===== config.mk =====
export PLATFORM = sky130hd
export DESIGN_NAME = sm_divider
export DESIGN_NICKNAME = d
export VERILOG_FILES = /design/src/rtl/sm_div_pkg.sv /design/src/rtl/sm_div_step.sv /design/src/rtl/sm_divider.sv
export SDC_FILE = /design/constraint.sdc
export NUM_CORES = 1
export LEC_CHECK = 0
export ABC_AREA = 1
export BUFFER_PORTS_ARGS = -buffer_cell sky130_fd_sc_hd__buf_2
export CAP_MARGIN = 30
export CORE_ASPECT_RATIO = 0.7
export CORE_MARGIN = 3
export CORE_UTILIZATION = 52
export CTS_CLUSTER_SIZE = 24
export DETAILED_ROUTE_END_ITERATION = 6
export PLACE_DENSITY = 0.8
export SYNTH_ARGS = -nofsm -noshare
export SYNTH_HDL_FRONTEND = slang
export SYNTH_SLANG_ARGS = --single-unit
export TNS_END_PERCENT = 10

===== constraint.sdc =====
create_clock -name clock -period 1.9 [get_ports clock]
set_clock_uncertainty 0.05 [all_clocks]
set_input_delay 0.095 -clock clock [delete_from_list [all_inputs] [get_ports clock]]
set_output_delay 0.095 -clock clock [all_outputs]
set_load 0.05 [all_outputs]

===== src/rtl/sm_div_pkg.sv =====
// Shared types and helpers for the sign-magnitude restoring divider.
package sm_div_pkg;

    // Default operand width (divisor/quotient/remainder; dividend is twice this)
    localparam int DEF_W = 8;

    // Controller states
    typedef enum logic [1:0] {
        IDLE  = 2'd0,
        CHECK = 2'd1,
        ITER  = 2'd2,
        DONE  = 2'd3
    } state_t;

    // Returns the sign to emit for a magnitude: a zero magnitude never carries a sign,
    // so -0 can never leave the block. The magnitude is zero-extended by the caller.
    function automatic logic sm_fix_sign(input logic [63:0] mag, input logic sign);
        return (mag == 64'd0) ? 1'b0 : sign;
    endfunction

endpackage


===== src/rtl/sm_div_step.sv =====
// One restoring-division iteration: shift the quotient MSB into the partial
// remainder, then subtract the divisor magnitude if it fits.
module sm_div_step #(
    parameter int W = 8
) (
    input  logic [W-2:0] r,
    input  logic [W-2:0] q,
    input  logic [W-2:0] dm,
    output logic [W-2:0] r_nxt,
    output logic [W-2:0] q_nxt
);

    logic [W-1:0] s;
    logic         ge;

    // Trial subtract. Since r < dm on entry, s < 2*dm, so s - dm always fits in
    // W-1 bits and the low-bit subtraction below is exact.
    always_comb begin
        s     = {r, q[W-2]};
        ge    = (s >= {1'b0, dm});
        r_nxt = ge ? (s[W-2:0] - dm) : s[W-2:0];
        q_nxt = {q[W-3:0], ge};
    end

endmodule


===== src/rtl/sm_divider.sv =====
// Sequential restoring divider for sign-magnitude operands: 2W-bit dividend by
// W-bit divisor, giving a W-bit quotient and remainder (truncating division).
module sm_divider
    import sm_div_pkg::*;
#(
    parameter int W = DEF_W
) (
    input  logic           clock,
    input  logic           reset,
    input  logic           start,
    input  logic [2*W-1:0] dividend,
    input  logic [W-1:0]   divisor,
    output logic           busy,
    output logic           done,
    output logic [W-1:0]   quotient,
    output logic [W-1:0]   remainder,
    output logic           div_zero,
    output logic           overflow
);

    localparam int CW = $clog2(W);

    state_t         state;
    logic [2*W-1:0] dvd_q;
    logic [W-1:0]   dvs_q;
    logic [W-2:0]   r_q;
    logic [W-2:0]   q_q;
    logic [CW-1:0]  cnt;

    logic [W-2:0]   dm;
    logic [W-1:0]   hm;
    logic [W-2:0]   r_nxt;
    logic [W-2:0]   q_nxt;
    logic           q_sign;
    logic           r_sign;

    // Latched-operand views and sign of the result being produced this step
    always_comb begin
        dm     = dvs_q[W-2:0];
        hm     = dvd_q[2*W-2:W-1];
        q_sign = sm_fix_sign(64'(q_nxt), dvd_q[2*W-1] ^ dvs_q[W-1]);
        r_sign = sm_fix_sign(64'(r_nxt), dvd_q[2*W-1]);
    end

    sm_div_step #(.W(W)) u_step (
        .r     (r_q),
        .q     (q_q),
        .dm    (dm),
        .r_nxt (r_nxt),
        .q_nxt (q_nxt)
    );

    // Controller: latch, pre-check, W-1 iterations, one-cycle done pulse
    always_ff @(posedge clock or negedge reset) begin
        if (!reset) begin
            state     <= IDLE;
            busy      <= 1'b0;
            done      <= 1'b0;
            quotient  <= '0;
            remainder <= '0;
            div_zero  <= 1'b0;
            overflow  <= 1'b0;
            dvd_q     <= '0;
            dvs_q     <= '0;
            r_q       <= '0;
            q_q       <= '0;
            cnt       <= '0;
        end else begin
            case (state)
                IDLE: begin
                    done <= 1'b0;
                    if (start) begin
                        dvd_q <= dividend;
                        dvs_q <= divisor;
                        busy  <= 1'b1;
                        state <= CHECK;
                    end
                end
                CHECK: begin
                    if (dm == '0) begin
                        div_zero  <= 1'b1;
                        overflow  <= 1'b0;
                        quotient  <= '0;
                        remainder <= '0;
                        done      <= 1'b1;
                        state     <= DONE;
                    end else if (hm >= {1'b0, dm}) begin
                        // Upper half already >= divisor: quotient needs W or more bits
                        div_zero  <= 1'b0;
                        overflow  <= 1'b1;
                        quotient  <= '0;
                        remainder <= '0;
                        done      <= 1'b1;
                        state     <= DONE;
                    end else begin
                        r_q   <= hm[W-2:0];
                        q_q   <= dvd_q[W-2:0];
                        cnt   <= CW'(W-1);
                        state <= ITER;
                    end
                end
                ITER: begin
                    r_q <= r_nxt;
                    q_q <= q_nxt;
                    cnt <= cnt - CW'(1);
                    if (cnt == CW'(1)) begin
                        quotient  <= {q_sign, q_nxt};
                        remainder <= {r_sign, r_nxt};
                        div_zero  <= 1'b0;
                        overflow  <= 1'b0;
                        done      <= 1'b1;
                        state     <= DONE;
                    end
                end
                DONE: begin
                    done  <= 1'b0;
                    busy  <= 1'b0;
                    state <= IDLE;
                end
                default: begin
                    done  <= 1'b0;
                    busy  <= 1'b0;
                    state <= IDLE;
                end
            endcase
        end
    end

endmodule


==> results.toml, run 1 <==
[finish]
nNetsFinal = 602
num_antenna_cells = 0
nFillCells = 483
final_layout_size_suffix_gt1_share_pct = 27.4
syn_to_final_growth_pct = 35.0

[worst_setup_path]
crit_buf_inv = 3
worst-path-stages = 16
cp_top_family = "simple AND/OR/NAND/NOR gates"
critical-path-max-stage-delay_ns = 0.40
worst_setup_path_startpoint = "q_q[6]"
critical_path.cell_chain = "inv_2, ha_4, inv_4, fa_2, inv_2, nor2_1, nor2_1, nand2_1, nand2_4, nand3_1, nand2_1, nand2_1, nor2_1, nand2_1, nand2_1, nand2_1"
worst-endpoint-arrival_ns = 2.29
critical_path_source_type = "register"
critical_path.endpoint_type = "register"
worstReg2RegEnd = "remainder[7]"
worst-endpoint-required_ns = 2.10
worst_path_max_delay_cell = "sky130_fd_sc_hd__fa_2"
cp_common_cell = "sky130_fd_sc_hd__nand2_1"
r2r-start = "q_q[6]"
crit_path_max_fanout = 5
reg2regPathDepth = 16
timing_worst_setup_path_type = "reg -> reg"
rrSetupSlack_ns = -0.20
cp-endpoint = "remainder[7]"

[synthesis]
netlist_area_mm2 = 0.00348
top_cell_type_s_share_of_synthesized_area_pct = 45.4
avgSynthCellArea_um2 = 7.76
postSynthNetCount = 496
yosysWarningCount = 0
synth-seq-cells = 63
post_synth_main_area_contributors = "sky130_fd_sc_hd__dfrtp_1 45%, sky130_fd_sc_hd__nand2_1 21%, sky130_fd_sc_hd__ha_1 7.2%"
yosysSeqAreaShare_pct = 45.4
syn_inst = 448
synth_top_cell_by_area = "sky130_fd_sc_hd__dfrtp_1"
synth.distinct_cells = 32

[cts]
sink_count_of_the_clock_tree = 63
clk_root_buffer_cell = "sky130_fd_sc_hd__clkbuf_8"
cts-htree-levels = 3
clk_pin_slew_ns = 0.07
cts_tree = "built"
ctsLongestPathBuffers = 2
cts-buffers-inserted = 9
clk_latency_ns = 0.35

[timing]
fmax_ghz = 0.477
slew_headroom_pct = 65.3
post-route-period-util_pct = 110
min_clock_period_post_route_ns = 2.10
unrepaired_setup_endpoints_after_global_routing = "yes"
slew_violations = 0
worst_pin_slew_ns = 0.521
worst_slack_ns = -0.195
setup_viol_count_final = 25
final_hold_viol_count = 0

[min_path]
holdCritStartpoint = "start"
worst_hold_path_type = "in -> reg"

[floorplanning]
dieHeight_um = 74.4
fp.coreArea_mm2 = 0.00634
fp.dieArea_mm2 = 0.00772
row_count = 24
io-pin-count = 47
floorplan.initialDensity_pct = 54.9
chipWidth_um = 104

[global_route]
gr-total-overflow = 0
grt_first_pass_wirelength_um = 15100
first_global_vias = 3110
grt_antenna_before_repair = 0
largest_net_degree_at_the_start_of_global_routing = 43
grt_use_total_pct = 25.2

[placement]
routabilityCongestion = 0.961
dp_hpwl_um = 6330
dpl_worst_slack_ns = -0.215
buffer_ports.inserted = 46

[routing]
drt_pass1_iterations = 5
drt_iter0_markers = 305
viasPerCell = 5.09
wl_per_cell_um = 14.7
drt.antenna.violating_nets = 0
dr_total_vias = 3311
postRouteWirelength_um = 9570
drc_errors = 0

[status]
failed_checks = "negative setup slack"
outcome = "finished with violations"

[job]
max_cap_violations = 0
[logic make-up (layout without fill, tap and decap cells)]
group | after synthesis | in the layout | synth area share, %
simple gates | 241 | 242 | 28.4
flops | 63 | 63 | 45.4
buf+inv | 63 | 173 | 8.06
compound gates | 59 | 59 | 10.2
fa+ha+maj | 21 | 21 | 7.78
xor+xnor | 1 | 1 | 0.252
[registers in the layout, summed over array words and instances (netlist names), 2 cells and up]
signal and count:
q_q 7, dvd_q 16, cnt 3, dvs_q 8, remainder 8, r_q 7
quotient 8, state 2
[Yosys cell counts, drive strengths merged]
cell,number
or2,4
nor4,1
dfrtp,63
o21bai,1
nor3,2
clkbuf,8
o21ai,52
clkinv,1
inv,49
ha,20
nand3b,3
fa,1
nand3,19
nand2,194
nand4,3
nor2,15
buf,5
a21oi,6
xnor2,1
[worst min-delay path by stage]
| stage | to | slack, ns | cells past startpoint |
|---|---|---|---|
| final | busy | 0.03 | 4 |
| after global routing | busy | 0.1 | 4 |
| after CTS | busy | 0.01 | 4 |
| after detailed placement | remainder[1] | 0.05 | 1 |
| after global placement | remainder[3] | 0.05 | 1 |
| after floorplan | busy | -0.25 | 0 |
[repair_timing]
item / 4_1_cts / 5_1_grt
hold buffers: 25 / 0
setup buffers: 6 / 3
gates resized for setup: 26 / 27
endpoints found under the hold margin: 45 / 0
pin swaps: 9 / 5
setup endpoints to repair: 32 / 36
gates cloned: 1 / 0
[cell usage in the layout, fill, tap and decap left out, types with 7 or more instances in the layout]
master                          Yosys  routed
sky130_fd_sc_hd__nor2_1            15      13
sky130_fd_sc_hd__nand3_1           18       9
sky130_fd_sc_hd__inv_1             48      38
sky130_fd_sc_hd__nand2_2            2       7
sky130_fd_sc_hd__nand2_1          191     183
sky130_fd_sc_hd__clkbuf_8           0       9
sky130_fd_sc_hd__ha_1              20      15
sky130_fd_sc_hd__nand3_2            1       7
sky130_fd_sc_hd__buf_2              0      46
sky130_fd_sc_hd__dfrtp_1           63      63
sky130_fd_sc_hd__dlygate4sd3_1      0      25
sky130_fd_sc_hd__o21ai_2            8       9
sky130_fd_sc_hd__inv_2              0       9
sky130_fd_sc_hd__buf_4              2      32
sky130_fd_sc_hd__o21ai_0           40      35
sky130_fd_sc_hd__o21ai_1            3       7
[through the flow]
step           util [%]  TNS, ns  std cells  area [um2]  hold WS (ns)
2_1_floorplan         -        0        448        3490        -0.251
3_3_place_gp       62.8    -1.21        599        3980        0.0464
3_5_place_dp       62.8    -2.54        599        3980        0.0504
4_1_cts            71.9    -1.27        647        4560        0.0141
5_1_grt            74.0    -4.64        650        4690        0.0962
6_report           74.0    -1.45        650        4690        0.0260
[final cells by class]
cell class                      instances  area, um2  area share, %
Clock inverter                          5       58.8           1.25
Multi-Input combinational cell        323       1810           38.6
Timing Repair Buffer                  107        801           17.1
Inverter                               50        198           4.21
Sequential cell                        63       1580           33.6
Tap cell                               91        114           2.43
Clock buffer                           11        131           2.80
[layer usage]
metal  routed length [um]  GRT usage [%]
met5                    0              0
met1                 4450           35.8
met3                  697           6.59
met4                  137           6.78
met2                 4280           39.1
[worst min-delay path: stages]
cell and delay, ns:
sky130_fd_sc_hd__buf_2 0.10, sky130_fd_sc_hd__o21ai_0 0.09, sky130_fd_sc_hd__o21ai_0 0.07, sky130_fd_sc_hd__inv_1 0.04
Power of run 1 is left out: the tool's default activity adds up to more than one toggle a clock period on the data nets, which glitch-free logic cannot reach.
==> inputs of run 2 (changes only) <==
- CORE_UTILIZATION: 52 -> 58
- PLACE_DENSITY: 0.8 -> 0.84
- clock period: 1.9 -> 2.4 ns (I/O delays scaled with it)
==> results.toml, run 2 (synthesis results as in run 1) <==
[status]
outcome = "finished clean"

[finish]
fin_area_mm2 = 0.00427
syn_to_final_growth_pct = 22.9
layout.area.seq_mm2 = 0.00158
multiInputGateArea_mm2 = 0.00163
num_antenna_cells = 0
post_layout_nonfiller_instances = 601
nNetsFinal = 573
register_name_with_the_most_flops = "dvd_q"
flip_flop_count_of_the_largest_register_after_layout = 16
layout_common_cells = "190 x sky130_fd_sc_hd__nand2_1, 63 x sky130_fd_sc_hd__dfrtp_1, 48 x sky130_fd_sc_hd__inv_1"
layout_commonest_cell = "sky130_fd_sc_hd__nand2_1"
nFillCells = 417
final_layout_size_suffix_gt1_share_pct = 17.0

[global_route]
grt_antenna_before_repair = 0
grt_use_total_pct = 27.9
largest_net_degree_at_the_start_of_global_routing = 38
grt_first_pass_wirelength_um = 15100
gr-total-overflow = 0
first_global_vias = 3101

[cts]
clk_root_buffer_cell = "sky130_fd_sc_hd__clkbuf_8"
clk_pin_slew_ns = 0.07
cts_tree = "built"
ctsLongestPathBuffers = 2
cts-buffers-inserted = 9
clk_latency_ns = 0.35
sink_count_of_the_clock_tree = 63
cts-htree-levels = 3
post_cts.repair.setup_buffers = 0

[min_path]
worst_hold_path.num_cells = 4
holdCritStartpoint = "start"
worst_hold_path.endpoint = "busy"
worst_hold_path_type = "in -> reg"

[worst_setup_path]
crit_path_max_fanout = 27
reg2regPathDepth = 13
r2r-start = "dvs_q[1]"
critical_path_source_type = "register"
timing_worst_setup_path_type = "reg -> reg"
rrSetupSlack_ns = 0.12
worst-endpoint-required_ns = 2.57
critical_path.endpoint_type = "register"
worst-endpoint-arrival_ns = 2.46
worstReg2RegEnd = "cnt[1]"

[routing]
wirelength_met1_um = 3820
postRouteWirelength_um = 8970
met2WireLength_um = 4280
drt_pass1_iterations = 5
drc_errors = 0
top_layer = "met4"
viasPerCell = 5.30
route.met3.wl_um = 789
drt.antenna.violating_nets = 0
wl_per_cell_um = 14.9
drt_iter0_markers = 251
dr_total_vias = 3183

[floorplanning]
fp.coreArea_mm2 = 0.00551
fp.dieArea_mm2 = 0.00697
dieHeight_um = 70.8
chipWidth_um = 98.5
floorplan.initialDensity_pct = 63.1
io-pin-count = 47
row_count = 22

[timing]
setup-tns-final_ns = 0
slew_headroom_pct = 57.3
unrepaired_setup_endpoints_after_global_routing = "no"
worst_pin_slew_ns = 0.640
slew_violations = 0
worst_hold_margin_ns = 0.0888
final_hold_viol_count = 0
post-route-period-util_pct = 95.1
min_clock_period_post_route_ns = 2.28
fmax_ghz = 0.438
setup_viol_count_final = 0

[placement]
buffer_ports.inserted = 46
placed_cells = 561
routabilityCongestion = 0.883
placedInstanceArea_mm2 = 0.00378
dp_hpwl_um = 6070

[job]
max_cap_violations = 0
-- run 2: worst max-delay path by stage --
stage                     slack, ns  cells after the start           end     start
after floorplan                0.45                     14  remainder[7]    q_q[6]
after global placement         0.27                     14        r_q[6]    q_q[6]
after detailed placement       0.17                     15        r_q[6]    q_q[6]
final                          0.12                     13        cnt[1]  dvs_q[1]
after CTS                      0.11                     14        r_q[5]    q_q[6]
after global routing           0.03                     13        r_q[1]    q_q[6]
-- run 2: repair_timing --
action / 4_1_cts / 5_1_grt
hold buffers: 25 / 0
resized for setup: 0 / 3
hold endpoints to repair: 52 / 0
endpoints found under the setup margin: 0 / 8
-- run 2: cell type report --
cell class | count | area share [%]
inverter | 50 | 4.45
timing repair buffer | 79 | 12.9
multi-input combinational | 322 | 38.2
sequential | 63 | 36.9
tap | 72 | 2.11
clock buffer | 12 | 3.87
clock inverter | 3 | 1.52
-- run 2: metal layers --
layer	up-vias	track usage [%]
li1	1561	-
met1	1495	36.6
met2	117	46.0
met3	10	8.08
met4	0	6.82
met5	-	0
-- run 2: stage by stage --
stage               util, %  setup WS, ns
global placement       68.6         0.271
global route           77.6        0.0349
detailed placement     68.6         0.169
CTS                    77.4         0.113
finish                 77.6         0.117
floorplan                 -         0.453
-- run 2: critical path, cell delays in order (launching register included) --
cell and delay (ns):
sky130_fd_sc_hd__dfrtp_1 0.40, sky130_fd_sc_hd__inv_1 0.21, sky130_fd_sc_hd__ha_1 0.29, sky130_fd_sc_hd__inv_1 0.06, sky130_fd_sc_hd__o21bai_1 0.06, sky130_fd_sc_hd__nand2_1 0.06
sky130_fd_sc_hd__nand2_1 0.06, sky130_fd_sc_hd__nand2_1 0.08, sky130_fd_sc_hd__nand4_2 0.15, sky130_fd_sc_hd__nand2_2 0.15, sky130_fd_sc_hd__nand2_4 0.11, sky130_fd_sc_hd__inv_4 0.24
sky130_fd_sc_hd__nand2_1 0.09, sky130_fd_sc_hd__o21ai_0 0.16
Power of run 2 is left out for the same reason.
